$ cat config.mk
export PLATFORM = sky130hd
export DESIGN_NAME = alu_scheduler_flat
export DESIGN_NICKNAME = d
export VERILOG_FILES = /design/src/rtl/alu_scheduler_pkg.sv /design/src/rtl/alu_scheduler_if.sv /design/src/rtl/alu_scheduler_rr_arbiter2.sv /design/src/rtl/alu_scheduler.sv /design/src/flat_wrapper.sv
export SDC_FILE = /design/constraint.sdc
export NUM_CORES = 1
export LEC_CHECK = 0
export CAP_MARGIN = 20
export CORE_UTILIZATION = 40
export CTS_BUF_LIST = sky130_fd_sc_hd__clkbuf_16
export DETAILED_ROUTE_END_ITERATION = 10
export PLACE_DENSITY_LB_ADDON = 0.25
export SLEW_MARGIN = 20
export SYNTH_ARGS = -nofsm -noshare
export SYNTH_HDL_FRONTEND = slang
export SYNTH_SLANG_ARGS = --single-unit
$ cat constraint.sdc
create_clock -name i_clock -period 3.2 [get_ports i_clock]
set_input_delay 0.32 -clock i_clock [delete_from_list [all_inputs] [get_ports i_clock]]
set_output_delay 0.32 -clock i_clock [all_outputs]
set_load 0.005 [all_outputs]
$ cat src/rtl/alu_scheduler_pkg.sv
// Shared definitions for the ALU scheduler: ALU control codes, the FSM encoding,
// and the check that decides whether an operation may be sent to the ALU.
package alu_scheduler_pkg;

    // ALU control codes, shared with the ALU control unit
    localparam logic [3:0] AluAnd  = 4'b0000;
    localparam logic [3:0] AluOr   = 4'b0001;
    localparam logic [3:0] AluAdd  = 4'b0010;
    localparam logic [3:0] AluSub  = 4'b0011;
    localparam logic [3:0] AluXor  = 4'b0100;
    localparam logic [3:0] AluSll  = 4'b0101;
    localparam logic [3:0] AluSrl  = 4'b0110;
    localparam logic [3:0] AluSltu = 4'b0111;
    localparam logic [3:0] AluMul  = 4'b1000;
    localparam logic [3:0] AluDiv  = 4'b1001;
    localparam logic [3:0] AluRem  = 4'b1010;
    localparam logic [3:0] AluNor  = 4'b1011;
    localparam logic [3:0] AluPass = 4'b1100;

    localparam logic [3:0] AluLastLegal = AluPass;

    typedef enum logic [1:0] {
        StIdle = 2'b00,
        StExec = 2'b01,
        StResp = 2'b10
    } state_e;

    // An erroring op never reaches the ALU
    function automatic logic op_is_err(input logic [3:0] op, input logic b_is_zero);
        return (op > AluLastLegal) || ((op == AluDiv) && b_is_zero);
    endfunction

endpackage

$ cat src/rtl/alu_scheduler_if.sv
// Request/response channel between the two requesters and the ALU scheduler.
// Requester i owns bit i of each vector and slice i of the packed op/operand buses.
interface alu_scheduler_if #(
    parameter int unsigned WIDTH = 32
) ();

    logic [1:0]         req_valid;
    logic [1:0]         req_ready;
    logic [7:0]         req_op;
    logic [2*WIDTH-1:0] req_a;
    logic [2*WIDTH-1:0] req_b;
    logic [1:0]         rsp_valid;
    logic [1:0]         rsp_ready;
    logic [WIDTH-1:0]   rsp_result;
    logic               rsp_zero;
    logic               rsp_err;

    modport master (
        output req_valid, req_op, req_a, req_b, rsp_ready,
        input  req_ready, rsp_valid, rsp_result, rsp_zero, rsp_err
    );

    modport slave (
        input  req_valid, req_op, req_a, req_b, rsp_ready,
        output req_ready, rsp_valid, rsp_result, rsp_zero, rsp_err
    );

endinterface

$ cat src/rtl/alu_scheduler_rr_arbiter2.sv
// Two-way round-robin arbiter. The pointer names the requester that wins a tie and
// flips to the other requester only when a grant is actually taken.
module rr_arbiter2 (
    input  logic       i_clock,
    input  logic       i_reset,
    input  logic [1:0] i_valid,
    input  logic       i_advance,
    output logic [1:0] o_grant
);

    logic r_ptr;

    always_comb begin
        o_grant = i_valid;
        if (i_valid == 2'b11) begin
            o_grant = r_ptr ? 2'b10 : 2'b01;
        end
    end

    always_ff @(posedge i_clock) begin
        if (i_reset) begin
            r_ptr <= 1'b0;
        end else if (i_advance) begin
            r_ptr <= o_grant[0];
        end
    end

endmodule

$ cat src/rtl/alu_scheduler.sv
// Shares one combinational ALU between two requesters: accepts one op at a time,
// drives the ALU from registers for a single cycle, and returns the result to its owner.
module alu_scheduler
    import alu_scheduler_pkg::*;
#(
    parameter int unsigned WIDTH = 32
) (
    input  logic             i_clock,
    input  logic             i_reset,
    alu_scheduler_if.slave   bus,
    output logic [3:0]       o_alu_op,
    output logic [WIDTH-1:0] o_alu_a,
    output logic [WIDTH-1:0] o_alu_b,
    input  logic [WIDTH-1:0] i_alu_result
);

    state_e           r_state;
    state_e           w_state_next;
    logic [1:0]       w_grant;
    logic             w_accept;
    logic [3:0]       w_sel_op;
    logic [WIDTH-1:0] w_sel_a;
    logic [WIDTH-1:0] w_sel_b;
    logic             w_sel_err;

    logic             r_owner;
    logic [WIDTH-1:0] r_result;
    logic             r_zero;
    logic             r_err;
    logic [3:0]       r_alu_op;
    logic [WIDTH-1:0] r_alu_a;
    logic [WIDTH-1:0] r_alu_b;

    rr_arbiter2 u_arb (
        .i_clock   (i_clock),
        .i_reset   (i_reset),
        .i_valid   (bus.req_valid),
        .i_advance (w_accept),
        .o_grant   (w_grant)
    );

    assign w_accept  = (r_state == StIdle) && (w_grant != 2'b00);
    assign w_sel_op  = w_grant[1] ? bus.req_op[7:4] : bus.req_op[3:0];
    assign w_sel_a   = w_grant[1] ? bus.req_a[2*WIDTH-1:WIDTH] : bus.req_a[WIDTH-1:0];
    assign w_sel_b   = w_grant[1] ? bus.req_b[2*WIDTH-1:WIDTH] : bus.req_b[WIDTH-1:0];
    assign w_sel_err = op_is_err(w_sel_op, w_sel_b == '0);

    always_comb begin
        w_state_next  = r_state;
        bus.req_ready = 2'b00;
        bus.rsp_valid = 2'b00;
        unique case (r_state)
            StIdle: begin
                bus.req_ready = w_grant;
                if (w_grant != 2'b00) begin
                    w_state_next = w_sel_err ? StResp : StExec;
                end
            end
            StExec: w_state_next = StResp;
            StResp: begin
                bus.rsp_valid = r_owner ? 2'b10 : 2'b01;
                if (bus.rsp_ready[r_owner]) begin
                    w_state_next = StIdle;
                end
            end
            default: w_state_next = StIdle;
        endcase
    end

    // ALU registers load only for ops that will execute, so they hold otherwise
    always_ff @(posedge i_clock) begin
        if (i_reset) begin
            r_state  <= StIdle;
            r_owner  <= 1'b0;
            r_result <= '0;
            r_zero   <= 1'b0;
            r_err    <= 1'b0;
            r_alu_op <= '0;
            r_alu_a  <= '0;
            r_alu_b  <= '0;
        end else begin
            r_state <= w_state_next;
            if (w_accept) begin
                r_owner <= w_grant[1];
                if (w_sel_err) begin
                    r_result <= '0;
                    r_zero   <= 1'b1;
                    r_err    <= 1'b1;
                end else begin
                    r_alu_op <= w_sel_op;
                    r_alu_a  <= w_sel_a;
                    r_alu_b  <= w_sel_b;
                end
            end
            // The ALU's own zero flag lags, so derive it from the captured result
            if (r_state == StExec) begin
                r_result <= i_alu_result;
                r_zero   <= (i_alu_result == '0);
                r_err    <= 1'b0;
            end
        end
    end

    assign bus.rsp_result = r_result;
    assign bus.rsp_zero   = r_zero;
    assign bus.rsp_err    = r_err;
    assign o_alu_op       = r_alu_op;
    assign o_alu_a        = r_alu_a;
    assign o_alu_b        = r_alu_b;

endmodule

$ cat src/flat_wrapper.sv
// flat-port wrapper written by rule: the top's interface ports become plain ports
module alu_scheduler_flat import alu_scheduler_pkg::*;
#(
    parameter int unsigned WIDTH = 32
)
  (i_clock, i_reset, o_alu_op, o_alu_a, o_alu_b, i_alu_result, bus_req_valid, bus_req_op, bus_req_a, bus_req_b, bus_rsp_ready, bus_req_ready, bus_rsp_valid, bus_rsp_result, bus_rsp_zero, bus_rsp_err);
  alu_scheduler_if #(.WIDTH(WIDTH)) bus_i ();
  input  logic i_clock;
  input  logic i_reset;
  output logic [3:0] o_alu_op;
  output logic [WIDTH-1:0] o_alu_a;
  output logic [WIDTH-1:0] o_alu_b;
  input  logic [WIDTH-1:0] i_alu_result;
  input wire logic [$bits(bus_i.req_valid)-1:0] bus_req_valid;
  input wire logic [$bits(bus_i.req_op)-1:0] bus_req_op;
  input wire logic [$bits(bus_i.req_a)-1:0] bus_req_a;
  input wire logic [$bits(bus_i.req_b)-1:0] bus_req_b;
  input wire logic [$bits(bus_i.rsp_ready)-1:0] bus_rsp_ready;
  output wire logic [$bits(bus_i.req_ready)-1:0] bus_req_ready;
  output wire logic [$bits(bus_i.rsp_valid)-1:0] bus_rsp_valid;
  output wire logic [$bits(bus_i.rsp_result)-1:0] bus_rsp_result;
  output wire logic [$bits(bus_i.rsp_zero)-1:0] bus_rsp_zero;
  output wire logic [$bits(bus_i.rsp_err)-1:0] bus_rsp_err;
  assign bus_i.req_valid = bus_req_valid;
  assign bus_i.req_op = bus_req_op;
  assign bus_i.req_a = bus_req_a;
  assign bus_i.req_b = bus_req_b;
  assign bus_i.rsp_ready = bus_rsp_ready;
  assign bus_req_ready = bus_i.req_ready;
  assign bus_rsp_valid = bus_i.rsp_valid;
  assign bus_rsp_result = bus_i.rsp_result;
  assign bus_rsp_zero = bus_i.rsp_zero;
  assign bus_rsp_err = bus_i.rsp_err;
  alu_scheduler #(.WIDTH(WIDTH)) u_core (.i_clock(i_clock), .i_reset(i_reset), .bus(bus_i), .o_alu_op(o_alu_op), .o_alu_a(o_alu_a), .o_alu_b(o_alu_b), .i_alu_result(i_alu_result));
endmodule
==> parameters.txt <==
Parameter                              Value

Synth
  Count of warnings emitted by yosys ... 0
  Commonest cells post-synth ... sky130_fd_sc_hd__nand2_1, sky130_fd_sc_hd__dfxtp_1, sky130_fd_sc_hd__a21oi_1
  Most common flop cell mapped by yosys ... sky130_fd_sc_hd__dfxtp_1
  Mux share of post-synthesis cell area ... 0.00822
  Leading cell types by total area after synthesis ... sky130_fd_sc_hd__dfxtp_1, sky130_fd_sc_hd__nand2_1, sky130_fd_sc_hd__a21oi_1, sky130_fd_sc_hd__a311oi_1, sky130_fd_sc_hd__o211ai_1
  Share of the synthesized area in compound gates (AO/OA/AOI/OAI) ... 0.307
  Count of cell types in the netlist ... 34
  Post-synth EDFFs ... 0
  Top-count cell post-synth ... sky130_fd_sc_hd__nand2_1
  Post-synth ARST share ... 0
  XOR/XNOR share of the synthesized area ... 0
  Largest family of logic cells by synthesized area ... compound AO/OA/AOI/OAI gates
  Cell Area, Synth ... around 4900 µm²
  Synth Net Count ... just under 800
  Number of standard cells after synthesis ... 609
  Yosys reg bits ... approximately 110
  Area share of fa/ha/maj cells after synthesis ... 0
  Area leader, netlist ... sky130_fd_sc_hd__dfxtp_1
  Sequential-to-total area share from yosys stat ... 0.436
  Post-synthesis area per instance ... between 8 and 9 µm²
  Share of synthesized cell area in and, or, nand and nor gates ... 0.192
  Area share of the leading cell type in the synthesized netlist ... 0.436

CTS
  CTS hold repair buffers ... 0
  Library cell used as clock root buffer ... sky130_fd_sc_hd__clkbuf_16
  Register clock-pin slew on the reported worst setup and hold paths ... about 0.07 ns
  TritonCTS clock tree ... done
  Number of levels in the clock H-tree ... 3
  Maximum buffer depth of the clock tree ... 2
  Sink count of the clock tree ... between 100 and 150
  Post-CTS resize count ... 0
  Count of buffers added by post-CTS timing repair for setup ... 0
  Worst-skew pair later-pin latency ... ~0.35 ns
  Number of CTS-inserted buffers ... 9

Global routing
  Vias in the first global route ... approximately 5,700
  Maximum number of pins on one net before global-route repair ... around 110
  Gr usage total ... 0.283
  Number of antenna violations at the first check in global routing ... 0
  Total overflow reported by the global router ... 0
  First-pass GRT wire length ... around 28,000 µm

Layout
  Finished Layout Cells ... around 1,000
  Antenna diodes ... 0
  Combined area of the multi-input logic cells ... 2500 µm²
  Fin nets ... a little over 1,000
  Post-route cell area ... around 8000 µm²
  Relative area change from synthesis to final layout ... 64.0%
  Utilization after layout ... 0.685
  Layout cells sized above 1 ... 0.0516
  Number of fillers in the final layout ... about 900
  Area used by sequential logic in the layout ... 2120 µm²

Outcome
  Status ... completed

Timing
  Setup total negative slack ... 0 ns
  Worst Tran Pin Value ... between 0.8 and 0.9 ns
  RSZ-0062 raised after global routing ... no
  Largest clock skew in the final design ... about 0.0043 ns
  Number of endpoints failing setup at the final stage ... 0
  Worst-case setup margin in the final layout ... 0.641 ns
  Fin. Hold Viols ... 0
  Final Critical Period ... 2.56 ns
  Relative slew slack ... 0.424
  Post-route clock period utilization ... 0.800
  Highest Clock Rate ... 0.391 GHz
  Pins over their slew limit ... 0

Setup path
  Worst setup EP type ... register
  Critical-path maximum fanout ... 52
  Startpoint type of the worst setup path ... primary input
  Arrival time worst endpoint ... 2.82 ns
  Worst setup path category ... primary input to register
  Endpoint required time on the critical path ... approximately 3.5 ns

Detailed routing
  Via count ... between 5,000 and 6,000
  Total wire length after detailed routing ... around 18,000 µm
  Ratio of routed vias to standard cells ... about 5.8
  Starting DRT DRC Count ... between 500 and 600
  Wire per inst ... 18.3 µm
  DRC ... 0
  Final ANT Viol Nets ... 0
  Drt first pass iters ... 5

Placed design
  Setup slack at placement ... between 0.3 and 0.4 ns
  Global placement routability congestion ... approximately 0.86
  Half-perimeter wire length after detailed placement ... about 13,000 µm
  # port buffers ... approximately 280
  Placed cells ... ~980
  Area after DPL ... between 7000 and 8000 µm²

Floorplanning
  Starting density of the core ... 0.418
  Full die area ... 12,600 µm²
  Area of the core ... about 12,000 µm²
  Top-level I/O count ... 280
  Site row count ... 39
  Die Wd ... roughly 110 µm
  Y dimension of the die ... 112 µm

Job
  Maxcap violations ... 0

Power
  Worst vdd ir ... about 0.28 mV
  Ratio of total power to cell area ... 487 nW/µm²
  Pleak ... around 2.8 nW

Min path
  Hold crit path type ... register to register
==> metal layers <==
| metal | routed length (µm) | up-vias | GRT usage |
|---|---|---|---|
| met3 | 1510 | 48 | 0.0707 |
| li1 | - | 2721 | - |
| met2 | 9060 | 305 | 0.496 |
| met5 | 0 | - | 0 |
| met1 | 6950 | 2708 | 0.316 |
| met4 | 710 | 0 | 0.154 |
==> flip-flops by register name (all words and copies together) (netlist names) <==
name / flops
u_core.bus.rsp_err: 1
u_core.bus.rsp_result: 32
u_core.bus.rsp_zero: 1
u_core.o_alu_a: 32
u_core.o_alu_b: 32
u_core.o_alu_op: 4
u_core.r_owner: 1
u_core.r_state: 2
u_core.u_arb.r_ptr: 1
==> stage by stage <==
stage | power, mW | hold slack, ns
2_1_floorplan | 2.12 | 0.450
3_3_place_gp | 2.79 | 0.460
3_5_place_dp | 2.82 | 0.456
4_1_cts | 3.90 | 0.467
5_1_grt | 4.07 | 0.513
6_report | 3.89 | 0.468
==> worst max-delay path, stage by stage <==
cell,delay [ns]
sky130_fd_sc_hd__clkdlybuf4s50_1,0.42
sky130_fd_sc_hd__or4_1,0.59
sky130_fd_sc_hd__a2111oi_2,0.36
sky130_fd_sc_hd__a41o_1,0.19
sky130_fd_sc_hd__a31oi_4,0.10
sky130_fd_sc_hd__buf_4,0.30
sky130_fd_sc_hd__nand2b_1,0.25
sky130_fd_sc_hd__a211oi_1,0.25
==> cells in the final DEF, fill, tap and decap left out, drive strengths merged, types with 2 or more instances in the layout <==
cell type,synthesis,layout
a21oi,104,104
nand2,170,170
inv,1,2
nor4,18,18
nor2b,2,2
nor4b,2,2
a31oi,2,2
nor3b,3,3
nand4,4,4
o211ai,34,34
clkinvlp,0,2
or4,2,2
clkbuf,50,9
a311oi,68,68
nor2,5,5
nor3,2,2
nand3,2,2
o21ai,3,3
dfxtp,106,106
nand2b,3,3
and2,2,2
clkdlybuf4s50,0,278
buf,15,14
mux2i,4,4
clkinv,0,3
==> worst paths after layout <==
kind | startpoint | depth (start not counted) | endpoint | slack (ns)
worst max-delay path | bus_req_b[25] | 8 | u_core.bus.rsp_err$_SDFFE_PP0P_ | 0.64
worst min-delay path | u_core.bus.rsp_err$_SDFFE_PP0P_ | 2 | u_core.bus.rsp_err$_SDFFE_PP0P_ | 0.47
worst max register to register | u_core.u_arb.r_ptr$_SDFFE_PP0P_ | 7 | u_core.bus.rsp_err$_SDFFE_PP0P_ | 0.90
worst min register to register | u_core.bus.rsp_err$_SDFFE_PP0P_ | 2 | u_core.bus.rsp_err$_SDFFE_PP0P_ | 0.47
==> report_power, final <==
group / total, mW / internal (mW) / switching, mW
clock network: 1.09 / 0.598 / 0.488
logic: 1.22 / 0.660 / 0.560
registers: 1.58 / 1.49 / 0.0972
==> kinds of logic after synthesis <==
family                 after synthesis
buffers and inverters               66
and+or+nand+nor                    218
muxes                                4
AOI/OAI and AO/OA                  215
DFF                                106
==> area by class of cell <==
type	instances	area share
repair buffers	292	0.363
multi-input cells	437	0.313
flip-flops and latches	106	0.266
clock buffers	9	0.0282
well taps	143	0.0224
clock inverters	7	0.00767
inverters	1	0.000470
Power figures use the tool's default switching activity.
